[config.mk]
export PLATFORM = sky130hd
export DESIGN_NAME = config_frame_loader
export DESIGN_NICKNAME = d
export VERILOG_FILES = /design/src/rtl/config_frame_loader.sv
export SDC_FILE = /design/constraint.sdc
export NUM_CORES = 1
export LEC_CHECK = 0
export CAP_MARGIN = 10
export CELL_PAD_IN_SITES_DETAIL_PLACEMENT = 2
export CELL_PAD_IN_SITES_GLOBAL_PLACEMENT = 2
export CORE_MARGIN = 4
export CORE_UTILIZATION = 23
export DETAILED_ROUTE_END_ITERATION = 6
export HOLD_SLACK_MARGIN = 0.03
export PLACE_DENSITY_LB_ADDON = 0.05
export SLEW_MARGIN = 10
export SYNTH_ARGS = -nofsm -noshare
export SYNTH_HDL_FRONTEND = slang
export SYNTH_SLANG_ARGS = --single-unit
[constraint.sdc]
create_clock -name CLK -period 1.65 [get_ports CLK]
set_clock_uncertainty 0.05 [all_clocks]
set_input_delay 0.33 -clock CLK [delete_from_list [all_inputs] [get_ports CLK]]
set_output_delay 0.33 -clock CLK [all_outputs]
set_load 0.02 [all_outputs]
[src/rtl/config_frame_loader.sv]
// config_frame_loader
//   Turns a 32-bit header/data word stream into frame writes on one tile
//   column's configuration latches. A header selects the frame. NumRows
//   data words then fill FrameData one row slice at a time. FrameStrobe
//   then pulses one-hot, with one setup cycle before the pulse and one hold
//   cycle after it. FrameData stays frozen during the setup, pulse and hold
//   cycles.
//
// Ports
//   CLK          system clock, rising edge
//   reset        synchronous active-high reset
//   in_data      stream word (header or frame data)
//   in_valid     in_data valid
//   in_ready     loader can take a word (registered, state-derived only)
//   clear_err    clears the sticky error flag
//   FrameData    frame data to the latches, NumRows slices of 32 bits
//   FrameStrobe  one-hot frame write strobe
//   busy         high whenever the sequencer is not idle
//   err          sticky protocol error (bad sync or out-of-range index)
//   frame_count  frames written, wraps at 16 bits
module config_frame_loader #(
    parameter int MaxFramesPerCol = 20,
    parameter int FrameBitsPerRow = 32,
    parameter int NumRows         = 1,
    parameter int StrobeCycles    = 2
) (
    input  logic                                 CLK,
    input  logic                                 reset,
    input  logic [31:0]                          in_data,
    input  logic                                 in_valid,
    output logic                                 in_ready,
    input  logic                                 clear_err,
    output logic [FrameBitsPerRow*NumRows-1:0]   FrameData,
    output logic [MaxFramesPerCol-1:0]           FrameStrobe,
    output logic                                 busy,
    output logic                                 err,
    output logic [15:0]                          frame_count
);

    localparam int         RW   = (NumRows > 1) ? $clog2(NumRows) : 1;
    localparam int         SW   = (StrobeCycles > 1) ? $clog2(StrobeCycles) : 1;
    localparam logic [7:0] SYNC = 8'hFA;

    typedef enum logic [2:0] {
        S_IDLE,
        S_LOAD,
        S_DISCARD,
        S_SETUP,
        S_STROBE,
        S_HOLD
    } state_t;

    state_t                                  r_state;
    state_t                                  w_next;
    logic [RW-1:0]                           r_row;
    logic [SW-1:0]                           r_scnt;
    logic [7:0]                              r_idx;
    logic [NumRows-1:0][FrameBitsPerRow-1:0] r_data;
    logic [MaxFramesPerCol-1:0]              r_strobe;
    logic                                    r_ready;
    logic                                    r_busy;
    logic                                    r_err;
    logic [15:0]                             r_frame_cnt;

    logic                                    w_xfer;
    logic                                    w_sync_ok;
    logic                                    w_idx_ok;
    logic                                    w_last_row;
    logic                                    w_last_strobe;
    logic                                    w_err_set;
    logic [MaxFramesPerCol-1:0]              w_strobe_vec;
    logic                                    w_unused_hdr;

    assign w_xfer        = in_valid && in_ready;
    assign w_sync_ok     = (in_data[31:24] == SYNC);
    assign w_idx_ok      = (32'(in_data[7:0]) < MaxFramesPerCol);
    assign w_last_row    = (r_row == RW'(NumRows - 1));
    assign w_last_strobe = (r_scnt == SW'(StrobeCycles - 1));
    assign w_strobe_vec  = {{(MaxFramesPerCol-1){1'b0}}, 1'b1} << r_idx;
    // Header bits [23:8] carry nothing for this block.
    assign w_unused_hdr  = ^in_data[23:8];

    // Next-state logic and error-set detection.
    always_comb begin
        w_next    = r_state;
        w_err_set = 1'b0;
        case (r_state)
            S_IDLE: begin
                if (w_xfer) begin
                    if (!w_sync_ok) begin
                        w_err_set = 1'b1;
                    end else if (w_idx_ok) begin
                        w_next = S_LOAD;
                    end else begin
                        w_err_set = 1'b1;
                        w_next    = S_DISCARD;
                    end
                end
            end
            S_LOAD:    if (w_xfer && w_last_row) w_next = S_SETUP;
            S_DISCARD: if (w_xfer && w_last_row) w_next = S_IDLE;
            S_SETUP:   w_next = S_STROBE;
            S_STROBE:  if (w_last_strobe) w_next = S_HOLD;
            S_HOLD:    w_next = S_IDLE;
            default:   w_next = S_IDLE;
        endcase
    end

    always_ff @(posedge CLK) begin
        if (reset) r_state <= S_IDLE;
        else       r_state <= w_next;
    end

    // Registered outputs are computed from the next state so they line up
    // with the state they describe, without any path from in_valid.
    always_ff @(posedge CLK) begin
        if (reset) begin
            r_row       <= '0;
            r_scnt      <= '0;
            r_idx       <= '0;
            r_data      <= '0;
            r_strobe    <= '0;
            r_ready     <= 1'b0;
            r_busy      <= 1'b0;
            r_err       <= 1'b0;
            r_frame_cnt <= '0;
        end else begin
            r_ready  <= (w_next == S_IDLE) || (w_next == S_LOAD) || (w_next == S_DISCARD);
            r_busy   <= (w_next != S_IDLE);
            r_strobe <= (w_next == S_STROBE) ? w_strobe_vec : '0;

            if (r_state == S_IDLE && w_xfer) begin
                r_idx <= in_data[7:0];
                r_row <= '0;
            end else if ((r_state == S_LOAD || r_state == S_DISCARD) && w_xfer) begin
                r_row <= r_row + RW'(1);
            end

            if (r_state == S_LOAD && w_xfer)
                r_data[r_row] <= in_data;

            if (r_state == S_STROBE) r_scnt <= r_scnt + SW'(1);
            else                     r_scnt <= '0;

            if (r_state == S_HOLD)
                r_frame_cnt <= r_frame_cnt + 16'd1;

            // A new error in the same cycle as clear_err keeps err set.
            if (w_err_set)      r_err <= 1'b1;
            else if (clear_err) r_err <= 1'b0;
        end
    end

    assign in_ready    = r_ready;
    assign busy        = r_busy;
    assign err         = r_err;
    assign FrameData   = r_data;
    assign FrameStrobe = r_strobe;
    assign frame_count = r_frame_cnt;

endmodule

After elaboration in Yosys (flattened, before gate mapping)
Index checks and enable logic that the tools add are counted.
{"block": "op_classes", "addsub": 3, "n_lt_le_gt_ge": 3, "eq_ne": 9, "shifts": 1, "muxes": 15, "bitwise_logic": 3, "reduce_logical": 16}
{"operator": "32-bit bitwise mux", "count": 1}
{"operator": "32-bit two-way mux", "count": 1}
{"operator": "1-bit by 8-bit << shifter with 20-bit output, first input constant", "count": 1}
{"operator": "16-bit by 1-bit adder with 16-bit output, second input constant", "count": 1}
{"operator": "3-bit two-way mux", "count": 5}
{"operator": "3-bit one-hot mux with 5 select lines", "count": 1}
{"operator": "3-bit by 2-bit == test with 1-bit output, second input constant", "count": 3}
{"operator": "3-bit == test, second input constant", "count": 3}
{"operator": "8-bit == test, second input constant", "count": 1}
{"operator": "8-bit by 5-bit < comparator with 1-bit output, second input constant", "count": 1}
{"operator": "3-bit by 1-bit == test with 1-bit output, second input constant", "count": 2}
{"operator": "1-bit logical AND", "count": 6}
{"operator": "3-bit zero test", "count": 2}
{"operator": "1-bit two-way mux", "count": 6}
{"operator": "2-bit OR reduction", "count": 3}
{"operator": "1-bit logical OR", "count": 3}
{"operator": "1-bit inverter", "count": 3}
{"operator": "3-bit nonzero test", "count": 1}
{"operator": "1-bit adder, second input constant", "count": 2}
{"operator": "2-bit two-way mux", "count": 1}
{"operator": "2-bit nonzero test", "count": 1}
{"operator": "1-bit greater-or-equal comparator, second input constant", "count": 1}
{"operator": "1-bit < comparator, second input constant", "count": 1}
{"block": "totals", "regBits": 84, "in_bits": 36, "out_inout_bits": 71, "word_cells": 60}

Longest topological paths before layout
Gate-level depths: netlist (run 1).
{"block": "logic_depth", "word_depth": 8, "ltp_mapped": 7, "mapped_depth_nobuf": 5}

Worst setup path before layout (run 1)
Ideal clock, no wire load.
{"block": "synth_timing", "path_type": "register -> register", "startpoint": "register r_frame_cnt[0], in the netlist frame_count[0]", "endpoint": "register r_frame_cnt[12], in the netlist frame_count[12]", "setup_time_ns": 0.070, "arrival_ns": 1.584, "t_required_ns": 1.530, "setup_slack_ns": -0.055, "path_stages_with_launch": 7, "n_path_buf": 1, "synth_period_minus_slack_ns": 1.705, "path_cell_list": "dfxtp_1 > ha_1 > and4b_1 > buf_2 > nand2_1 > or4_1 > a21oi_1"}
{"block": "synth_via", "elab_chain_cells": 1}
{"item": "start: declaration", "line_no": "63", "text": "logic [15:0] r_frame_cnt;"}
{"item": "start signal: assignment", "line_no": "146", "text": "r_frame_cnt <= r_frame_cnt + 16'd1;"}
{"item": "16-bit by 1-bit adder with 16-bit output", "line_no": "146"}
Every way passes these cells.
A chain may end at the register's enable or synchronous reset.

Worst setup path in the final report (run 1)
{"block": "layout_timing", "startpoint": "register r_strobe[5], in the netlist FrameStrobe[5]", "endpoint": "output port FrameStrobe[5]"}
{"item": "start: declaration", "line_no": "59", "text": "logic [MaxFramesPerCol-1:0] r_strobe;"}
{"item": "start signal: assignment", "line_no": "130", "text": "r_strobe <= (w_next == S_STROBE) ? w_strobe_vec : '0;"}
{"item": "end: declaration", "line_no": "34", "text": "output logic [MaxFramesPerCol-1:0] FrameStrobe,"}
No word-level cell between the ends.

==> results of run 1 <==
-- final cells by class --
cell class / instances / area, um^2
well taps: 176 / 220
fillers: 1497 / 8370
inverters: 3 / 11.3
clock buffers: 11 / 253
flip-flops and latches: 84 / 1690
multi-input cells: 248 / 1440
repair buffers: 144 / 1330
clock inverters: 5 / 36.3
-- registers in the layout, summed over array words and instances, names as in the netlist --
register	cells
r_scnt	1
FrameData	32
r_state	3
FrameStrobe	20
in_ready	1
busy	1
r_idx	8
frame_count	16
err	1
r_row	1
-- final timing paths --
path	start	endpoint	slack, ns	cells after the start
max reg2reg	frame_count[0]	frame_count[12]	0.09	5
min reg2reg	r_scnt	r_scnt	0.37	1
max	FrameStrobe[5]	FrameStrobe[5]	0.04	1
min	r_scnt	r_scnt	0.37	1
-- metrics by stage --
| step | std cells | hold slack, ns | setup slack, ns | utilization |
|---|---|---|---|---|
| detailed placement | 654 | 0.367 | -0.343 | 0.349 |
| finish | 671 | 0.374 | 0.0355 | 0.373 |
| CTS | 670 | 0.376 | 0.00101 | 0.366 |
| floorplan | 357 | 0.349 | 0.0116 | - |
| global placement | 654 | 0.357 | -0.300 | 0.349 |
| global route | 671 | 0.393 | -0.00515 | 0.373 |
-- per-layer routing --
layer	routed length, um	share of wire	up-vias
met1	4470	0.43	1441
met3	383	0.037	8
met4	127	0.012	0
met2	5410	0.52	53
li1	-	-	1476
met5	0	0	-
-- cell families (layout without fill, tap and decap cells) --
logic type               after synthesis  in the layout  synth area share
XOR/XNOR                              10             10            0.0276
flip-flops                            84             84             0.530
AO/OA/AOI/OAI                         53             53            0.0927
buffers and inverters                 25            163            0.0391
AND/OR/NAND/NOR                      173            173             0.271
multiplexers                          11             11            0.0355
adder cells (fa/ha/maj)                1              1           0.00394
-- cell usage after synthesis (3+ instances only) --
cell,n
nand4_1,7
nor4_1,5
nand2b_1,4
buf_2,9
or3_1,7
nand3_1,5
buf_1,3
mux2i_1,9
nor3_1,17
nor2_1,32
nand2_1,71
clkbuf_1,7
nand3b_1,5
a21oi_1,41
o21ai_0,4
xnor2_1,6
nor2b_1,3
inv_1,3
dfxtp_1,84
xor2_1,4
-- what timing repair did --
item	CTS	global route
setup endpoints to repair	92	53
pin swaps	0	6
gates resized for setup	62	24
buffers inserted	0	1
-- power by group --
group	internal (mW)	switching, mW	total (mW)	leakage, nW
Combinational	0.128	0.0997	0.228	1.41
Sequential	2.04	0.0143	2.05	0.682
Clock	1.10	0.850	1.95	0.134
==> flow_metrics.py, run 1 <==
metrics = {
    "status": {
        "status": "complete, no violations",
    },
    "routing": {
        "drt_wl_total_um": 10400,
        "viasPerCell": 4.44,
        "drt-initial-drc-count": 91,
        "first_pass_iters": 4,
        "drcViolationCount": 0,
        "ant_nets": 0,
        "vias": 2978,
        "wire_per_inst_um": 15.5,
    },
    "floorplanning": {
        "die-area_mm2": 0.0157,
        "fp-row-count": 42,
        "die_h_um": 125,
        "boundaryPins": 107,
        "dieWidth_um": 125,
        "start_util": 0.238,
        "core_area_mm2": 0.0133,
    },
    "logic_synthesis": {
        "synth_fp_nets": 394,
        "synth_area_per_cell_um2": 8.88,
        "async_flop_share": 0,
        "ys_top_cells_by_area": "dfxtp_1 53%, nand2_1 8.4%, a21oi_1 6.5%",
        "synth_enable_flop_cells": 0,
        "synth-seq-area-share": 0.530,
        "syn_inst": 357,
        "syn_area_mm2": 0.00317,
        "synth_top_cell_by_area": "dfxtp_1",
        "synth_cell_type_count": 45,
        "synth_ff_type": "dfxtp_1",
        "yosys_register_bits": 84,
        "ys_warn_count": 0,
        "synth.top_cell.area_share": 0.530,
    },
    "worst_setup_path": {
        "critPathSlowestCell": "clkdlybuf4s50_1",
        "crit_path_max_fanout": 1,
        "critical_path_buf_inv_count": 1,
        "max_stage_delay_ns": 0.59,
        "endpoint_kind": "output port",
        "path_cells": "clkdlybuf4s50_1",
        "cp.required_ns": 1.27,
        "path_delay_family": "buffers and inverters",
        "crit_arrival_ns": 1.23,
        "path_class": "register to output port",
        "cp-start-kind": "register",
    },
    "hold_path": {
        "holdCritPathClass": "register to register",
    },
    "clock_network": {
        "cts.sinks": 84,
        "cts.reportedPaths.clkPinSlew_ns": 0.06,
        "cts_hold_buf": 0,
        "cts_tree": "done",
        "numCtsBuffers": 9,
        "htree_levels": 3,
        "cts-root-buf": "clkbuf_16",
        "clkLatencyLatePin_ns": 0.34,
        "cts.path.max_buffers": 2,
    },
    "layout": {
        "mostFrequentLayoutCells": "77 x dfxtp_1, 71 x nand2_1, 60 x dlygate4sd2_1",
        "drive_gt1_frac": 0.170,
        "layout.nets": 527,
        "final_common_cell": "dfxtp_1",
        "post-route-cell-area_mm2": 0.00497,
        "area_growth_pct": 56.8,
        "antenna_cells": 0,
    },
    "global_routing": {
        "grt.busiest_layer": "met2",
        "grt_usage": 0.138,
        "overflow": 0,
        "use_met3": 0.0409,
        "grt_pass1_wl_um": 17500,
        "grt_max_degree": 37,
        "grt_pass1_vias": 3309,
        "use_met2": 0.242,
        "met1_usage": 0.162,
        "antenna_found_initial": 0,
    },
    "timing": {
        "fin_crit_ns": 1.61,
        "rsz0062_at_grt": "yes",
        "setup_violations": 0,
        "fin_setup_tns_ns": 0,
        "fmax_mhz": 619,
        "final.period_utilization": 0.978,
        "relSlewSlack": 0.661,
        "final_hold_viol_count": 0,
        "drv_slew": 0,
        "tightest_slew_ns": 0.504,
    },
    "placed_design": {
        "place.gp.congestion": 0.733,
        "io_buffers": 106,
        "place.detailed.hpwl_um": 7610,
        "placed_area_mm2": 0.00466,
    },
    "power": {
        "peakVddDrop_mv": 0.449,
        "p_total_mw": 4.23,
        "p_leak_nw": 2.22,
        "p_per_area_mw_per_mm2": 851,
    },
    "run": {
        "maxCapViolations": 0,
    },
}
Power figures use the tool's default switching activity.
==> run 2: changes to the inputs <==
--- a/config.mk
+++ b/config.mk
@@ -13,7 +13,6 @@
 export DETAILED_ROUTE_END_ITERATION = 6
 export HOLD_SLACK_MARGIN = 0.03
 export PLACE_DENSITY_LB_ADDON = 0.05
-export SLEW_MARGIN = 10
 export SYNTH_ARGS = -nofsm -noshare
 export SYNTH_HDL_FRONTEND = slang
 export SYNTH_SLANG_ARGS = --single-unit
==> results of run 2 <==
Same layout as run 1: the final DEF is identical, and so are final timing and power.
